### src/rtl/fir_serial_sym.sv
`default_nettype none
// ============================================================================
// fir_serial_sym : serial symmetric FIR, one coefficient pair per clock
//                  through a pre-add / multiply / accumulate pipeline.
// Optional macro : FIR_OUT_SAT_EN (saturate Yout when OUT_W < ACC_W; else wrap)
// Revision       : 1.0
// ============================================================================
module fir_serial_sym #(
  parameter int DW    = 12,
  parameter int CW    = 12,
  parameter int TAPS  = 16,
  parameter int OUT_W = 28
) (
  input  logic                         clk,
  input  logic                         rst,
  input  logic signed [DW-1:0]         Xin,
  input  logic                         Xin_valid,
  output logic                         ready,
  input  logic                         coef_we,
  input  logic [$clog2(TAPS/2)-1:0]    coef_addr,
  input  logic signed [CW-1:0]         coef_data,
  output logic signed [OUT_W-1:0]      Yout,
  output logic                         Yout_valid
);

  localparam int c_N     = TAPS / 2;
  localparam int c_KW    = $clog2(c_N);
  localparam int c_XW    = c_KW + 1;
  localparam int c_PW    = DW + CW + 1;
  localparam int c_ACC_W = c_PW + c_KW;

  localparam logic [c_KW-1:0] c_KLAST = c_KW'(c_N - 1);

  localparam logic [1:0] c_IDLE  = 2'd0;
  localparam logic [1:0] c_MAC   = 2'd1;
  localparam logic [1:0] c_FLUSH = 2'd2;
  localparam logic [1:0] c_DONE  = 2'd3;

  logic [1:0]                r_state;
  logic [c_KW-1:0]           r_k;
  logic                      r_flush;
  logic signed [DW-1:0]      r_x [TAPS];
  logic signed [CW-1:0]      r_c [c_N];

  logic signed [DW:0]        r_pre;
  logic signed [CW-1:0]      r_coef;
  logic                      r_v1, r_first1, r_last1;
  logic signed [c_PW-1:0]    r_prod;
  logic                      r_v2, r_first2, r_last2;
  logic signed [c_ACC_W-1:0] r_acc;
  logic signed [OUT_W-1:0]   r_yout;

  logic                      w_accept;
  logic [c_XW-1:0]           w_lo, w_hi;
  logic signed [DW:0]        w_xa, w_xb;
  logic signed [c_ACC_W-1:0] w_acc_base, w_acc_next;
  logic signed [OUT_W-1:0]   w_y;

  assign ready      = (r_state == c_IDLE);
  assign Yout_valid = (r_state == c_DONE);
  assign Yout       = r_yout;
  assign w_accept   = Xin_valid && ready;

  always_ff @(posedge clk) begin
    if (rst) begin
      r_state <= c_IDLE;
      r_k     <= '0;
      r_flush <= 1'b0;
    end else begin
      case (r_state)
        c_IDLE: begin
          if (w_accept) begin
            r_state <= c_MAC;
            r_k     <= '0;
          end
        end
        c_MAC: begin
          if (r_k == c_KLAST) begin
            r_state <= c_FLUSH;
            r_flush <= 1'b0;
          end else begin
            r_k <= r_k + c_KW'(1);
          end
        end
        c_FLUSH: begin
          if (r_flush) r_state <= c_DONE;
          r_flush <= 1'b1;
        end
        default: r_state <= c_IDLE;
      endcase
    end
  end

  // Coefficients share the IDLE window with sample acceptance, so a write in
  // the accept cycle is already in place when the first pair is issued.
  always_ff @(posedge clk) begin
    if (rst) begin
      for (int i = 0; i < TAPS; i++) r_x[i] <= '0;
      for (int i = 0; i < c_N; i++) r_c[i] <= '0;
    end else begin
      if (w_accept) begin
        r_x[0] <= Xin;
        for (int i = 1; i < TAPS; i++) r_x[i] <= r_x[i-1];
      end
      if (coef_we && ready) r_c[coef_addr] <= coef_data;
    end
  end

  assign w_lo = {1'b0, r_k};
  assign w_hi = c_XW'(TAPS - 1) - w_lo;
  assign w_xa = (DW+1)'(r_x[w_lo]);
  assign w_xb = (DW+1)'(r_x[w_hi]);

  assign w_acc_base = r_first2 ? '0 : r_acc;
  assign w_acc_next = w_acc_base + c_ACC_W'(r_prod);

  // Stage tags travel with the data so the accumulator knows where a sample
  // starts and ends without consulting the FSM.
  always_ff @(posedge clk) begin
    if (rst) begin
      r_pre    <= '0;
      r_coef   <= '0;
      r_v1     <= 1'b0;
      r_first1 <= 1'b0;
      r_last1  <= 1'b0;
      r_prod   <= '0;
      r_v2     <= 1'b0;
      r_first2 <= 1'b0;
      r_last2  <= 1'b0;
      r_acc    <= '0;
      r_yout   <= '0;
    end else begin
      r_pre    <= w_xa + w_xb;
      r_coef   <= r_c[r_k];
      r_v1     <= (r_state == c_MAC);
      r_first1 <= (r_k == '0);
      r_last1  <= (r_k == c_KLAST);

      r_prod   <= c_PW'(r_pre) * c_PW'(r_coef);
      r_v2     <= r_v1;
      r_first2 <= r_first1;
      r_last2  <= r_last1;

      if (r_v2) r_acc <= w_acc_next;
      if (r_v2 && r_last2) r_yout <= w_y;
    end
  end

  generate
    if (OUT_W >= c_ACC_W) begin : g_out_sext
      assign w_y = OUT_W'(w_acc_next);
    end else begin : g_out_narrow
`ifdef FIR_OUT_SAT_EN
      localparam logic signed [OUT_W-1:0] c_MAX = {1'b0, {(OUT_W-1){1'b1}}};
      localparam logic signed [OUT_W-1:0] c_MIN = {1'b1, {(OUT_W-1){1'b0}}};
      logic [c_ACC_W-OUT_W:0] w_top;
      logic                   w_ovf;
      // In range only when every bit above the output sign matches it.
      assign w_top = w_acc_next[c_ACC_W-1:OUT_W-1];
      assign w_ovf = !((&w_top) || !(|w_top));
      assign w_y   = !w_ovf ? w_acc_next[OUT_W-1:0]
                            : (w_acc_next[c_ACC_W-1] ? c_MIN : c_MAX);
`else
      assign w_y = w_acc_next[OUT_W-1:0];
`endif
    end
  endgenerate

endmodule
`default_nettype wire
### config.mk
export PLATFORM = sky130hd
export DESIGN_NAME = fir_serial_sym
export DESIGN_NICKNAME = d
export VERILOG_FILES = /design/src/rtl/fir_serial_sym.sv
export SDC_FILE = /design/constraint.sdc
export NUM_CORES = 1
export LEC_CHECK = 0
export ABC_AREA = 1
export CORE_MARGIN = 4
export CORE_UTILIZATION = 35
export CTS_BUF_LIST = sky130_fd_sc_hd__clkbuf_8
export CTS_CLUSTER_SIZE = 14
export DETAILED_ROUTE_END_ITERATION = 6
export PLACE_DENSITY = 0.5
export SYNTH_ARGS = -nofsm -noshare
export SYNTH_HDL_FRONTEND = slang
export SYNTH_SLANG_ARGS = --single-unit
### constraint.sdc
create_clock -name clk -period 5.65 [get_ports clk]
set_clock_uncertainty 0.05 [all_clocks]
set_input_delay 0.565 -clock clk [delete_from_list [all_inputs] [get_ports clk]]
set_output_delay 0.565 -clock clk [all_outputs]
set_load 0.1 [all_outputs]
==> flow_metrics.env <==
export IMPL_status="finished clean"
export IMPL_grt_pass1_wl_um=108000
export IMPL_period_share_pct=91.3
export IMPL_finalSetupViolCount=0
export IMPL_ys_ff_latch=409
export IMPL_fmax_ghz=0.194
export IMPL_area_delta_synth_final_pct=11.2
export IMPL_ys_top_cells_by_area="edfxtp_1 (33%), fa_1 (12%), inv_1 (9.8%)"
export IMPL_synth_seq_area_share_pct=42.8
export IMPL_hold_buffers=0
export IMPL_h_tree_depth=3
export IMPL_initial_core_util_pct=35.4
export IMPL_wire_per_inst_um=16.0
export IMPL_setup_tns_ns=0
export IMPL_cap_viol_max_count=0
export IMPL_slew_viol_final=0
export IMPL_drive_gt1_share_pct=5.50
export IMPL_via_per_inst=4.72
export IMPL_fin_nets=3454
export IMPL_place_port_buffers=60
export IMPL_worst_path_most_repeated_cell="inv_1"
export IMPL_clock_sinks=409
export IMPL_internal_power_w=0.00721
export IMPL_ff2ff_path_depth=19
export IMPL_core_region_area_sq_um=73100
export IMPL_synth_area_leader_cell="edfxtp_1"
export IMPL_synth_avg_cell_area_sq_um=8.22
export IMPL_wl_met2_um=32100
export IMPL_fp_dieW_um=280
export IMPL_grt_overflow_total=0
export IMPL_grt_max_degree=140
export IMPL_synth_async_reset_ratio_pct=0
export IMPL_cpPeakStageDelay_ns=0.68
export IMPL_boundaryPins=61
export IMPL_met3WireLength_um=3120
export IMPL_critPathTopFamily="adder cells"
export IMPL_power_leakage_nw=13.4
export IMPL_hpwl_um=47300
export IMPL_whs_ns=0.353
export IMPL_start_kind="flip-flop"
export IMPL_cts_resized=0
export IMPL_relSlewSlack_pct=23.9
export IMPL_met1Wirelength_um=30200
export IMPL_path_clk_slew_ns=0.07
export IMPL_initialDrtViolationCount=1410
export IMPL_vdd_drop_max_mv=0.209
export IMPL_r2r_start="r_coef[2]$_SDFF_PP0_"
export IMPL_pwr_share_seq_pct=33.6
export IMPL_clock_latency_ns=0.66
export IMPL_clock_power_share_pct=21.4
export IMPL_fin_crit_ns=5.16
export IMPL_drtPass1Iterations=5
export IMPL_grt_setup_unrepaired="no"
export IMPL_netlist_area_leader_share_pct=33.4
export IMPL_highest_layer="met4"
export IMPL_synth_cell_types=41
export IMPL_cts_root_buf="clkbuf_8"
export IMPL_crit_arrival_ns=5.70
export IMPL_crit_chain="nand2_1, fa_1, inv_1, ha_1, inv_1, fa_1, inv_1, fa_1, inv_1, fa_1, inv_1, ha_1, a21oi_1, o21ai_0, a21oi_1, nand3_1, nand2_1, nand2_1, nor2_1"
export IMPL_comb_power_share_pct=45.1
export IMPL_hold_viol=0
export IMPL_cts_tree="built"
export IMPL_drc=0
export IMPL_r2r_slack_ns=0.49
export IMPL_crit_required_ns=6.19
export IMPL_grt_pass1_vias=20100
export IMPL_synth_flop_cell="edfxtp_1"
export IMPL_fp_row_count=99
export IMPL_r2r_end="r_prod[23]$_SDFF_PP0_"
export IMPL_vias=19800
export IMPL_yosys_top_cells_count="inv_1 (677), nor2_1 (530), nand2_1 (507), edfxtp_1 (288), o21ai_0 (179)"
export IMPL_worstSetupEndpoint="r_prod[23]$_SDFF_PP0_"
export IMPL_cpMaxStageDelayCell="dfxtp_1"
export IMPL_synthCells=3147
export IMPL_syn_area_sq_um=25900
export IMPL_antenna_found_initial=1
export IMPL_path_class="flip-flop to flip-flop"
export IMPL_die_height_um=280
export IMPL_yosysWarnings=0
export IMPL_cp_num_buf_inv=5
export IMPL_track_usage_pct=17.2
export IMPL_gp_congestion=0.862
export IMPL_tightestPinTransition_ns=1.14
export IMPL_numCtsBuffers=77
export IMPL_cp_depth=19
export IMPL_cts_setup_buffers=0
export IMPL_power_per_cell_area_nw_per_um2=446
export IMPL_dieArea_sq_um=78300
export IMPL_synthesis_nets=3427
export IMPL_yosysMostFrequentCell="inv_1"
export IMPL_cp_end_kind="flip-flop"
export IMPL_synth_edff_count=288
export IMPL_wl_um=67000
export IMPL_clock_path_buffers=3
export IMPL_critPathLaunch="r_coef[2]$_SDFF_PP0_"
export IMPL_swShare_pct=43.8
export IMPL_hold_class="flip-flop to flip-flop"
export IMPL_cp_max_fo=13
export IMPL_power_switching_w=0.00561
export IMPL_ant_nets=0
## state kept, by name (all words and copies together), names as in the netlist, named ones only
signal,count
Yout,28
r_acc,28
r_c,96
r_coef,12
r_first1,1
r_first2,1
r_flush,1
r_k,3
r_last1,1
r_last2,1
r_pre,13
r_prod,25
r_state,2
r_v1,1
r_v2,1
r_x,192
## power by group through the flow
| stage | Clock [W] | Sequential, W | Combinational, W |
|---|---|---|---|
| 5_1_grt | 0.00299 | 0.00437 | 0.00672 |
| 2_1_floorplan | 0 | 0.00408 | 0.00438 |
| 4_1_cts | 0.00285 | 0.00431 | 0.00583 |
| 3_3_place_gp | 0 | 0.00435 | 0.00577 |
| 3_5_place_dp | 0 | 0.00437 | 0.00579 |
| 6_report | 0.00274 | 0.00431 | 0.00578 |
## worst register-to-register path: cells and delay by family, from the launching register on
| kind | cells | cell delay (ns) |
|---|---|---|
| AND/OR/NAND/NOR | 5 | 0.55 |
| flip-flops | 1 | 0.68 |
| adder cells (fa/ha/maj) | 6 | 2.76 |
| buffers and inverters | 5 | 0.37 |
| AO/OA/AOI/OAI | 3 | 0.68 |
## cell type report
type / instances / area [sq um]
tap: 959 / 1200
clock inverter: 57 / 319
fill: 7572 / 44300
clock buffer: 82 / 1130
sequential: 409 / 11100
timing repair buffer: 80 / 761
inverter: 693 / 2600
multi-input combinational: 1913 / 11700
antenna: 1 / 2.50
## worst min path at each step
stage,from,to,slack [ns],cells past startpoint
6_report,r_first1$_SDFF_PP0_,r_first2$_SDFF_PP0_,0.35,2
5_1_grt,r_v1$_SDFF_PP0_,r_v2$_SDFF_PP0_,0.37,2
4_1_cts,r_v1$_SDFF_PP0_,r_v2$_SDFF_PP0_,0.35,2
3_5_place_dp,r_v1$_SDFF_PP0_,r_v2$_SDFF_PP0_,0.35,2
2_1_floorplan,r_first1$_SDFF_PP0_,r_first2$_SDFF_PP0_,0.34,2
3_3_place_gp,r_v1$_SDFF_PP0_,r_v2$_SDFF_PP0_,0.34,2
## per-layer routing
layer	track usage, %	vias to the layer above
li1	-	9878
met1	22.4	9425
met2	29.3	380
met3	3.08	98
met4	5.17	0
met5	0	-
## logic make-up after synthesis
logic type               count (synthesis)  share of synthesized area (%)
buffers and inverters                  825                           12.2
flip-flops                             409                           42.8
AND/OR/NAND/NOR                       1196                           18.6
XOR/XNOR                                18                          0.609
adder cells (fa/ha/maj)                249                           16.4
AO/OA/AOI/OAI                          450                           9.48
## layout by cell type, fill, tap and decap left out, types with 4 or more instances in the layout
cell type | Yosys | routed
a31oi_1 | 37 | 37
clkdlybuf4s50_1 | 0 | 59
nand2_2 | 11 | 11
clkbuf_8 | 0 | 82
dfxtp_1 | 121 | 118
edfxtp_1 | 288 | 288
fa_1 | 150 | 150
or2_2 | 4 | 4
inv_1 | 677 | 695
xnor2_1 | 8 | 8
buf_4 | 0 | 20
nand3_1 | 90 | 89
a221oi_1 | 22 | 22
o21ai_1 | 11 | 11
nor2_2 | 8 | 8
o211ai_1 | 7 | 7
clkinv_2 | 0 | 13
o21ai_0 | 179 | 179
clkinv_1 | 2 | 17
nor3_1 | 7 | 7
o21a_1 | 4 | 4
nand2_1 | 507 | 506
nor2_1 | 530 | 530
nand3b_1 | 4 | 4
ha_1 | 99 | 99
o22ai_1 | 12 | 12
nand4_1 | 22 | 22
a21oi_1 | 168 | 168
xor2_1 | 10 | 10
inv_2 | 14 | 16
and2_1 | 4 | 4
a21o_1 | 4 | 4
## metrics by stage
stage | setup slack, ns | total power [W] | instance area, sq um | utilization [%] | instances
floorplan | 0.798 | 0.00846 | 25900 | - | 3147
global placement | 0.505 | 0.0101 | 27300 | 37.4 | 4054
detailed placement | 0.484 | 0.0102 | 27300 | 37.4 | 4054
CTS | 0.438 | 0.0130 | 28800 | 39.4 | 4193
global route | 0.0189 | 0.0141 | 28800 | 39.4 | 4194
finish | 0.490 | 0.0128 | 28800 | 39.4 | 4194
Note: power is estimated with default switching activity, not from simulation.
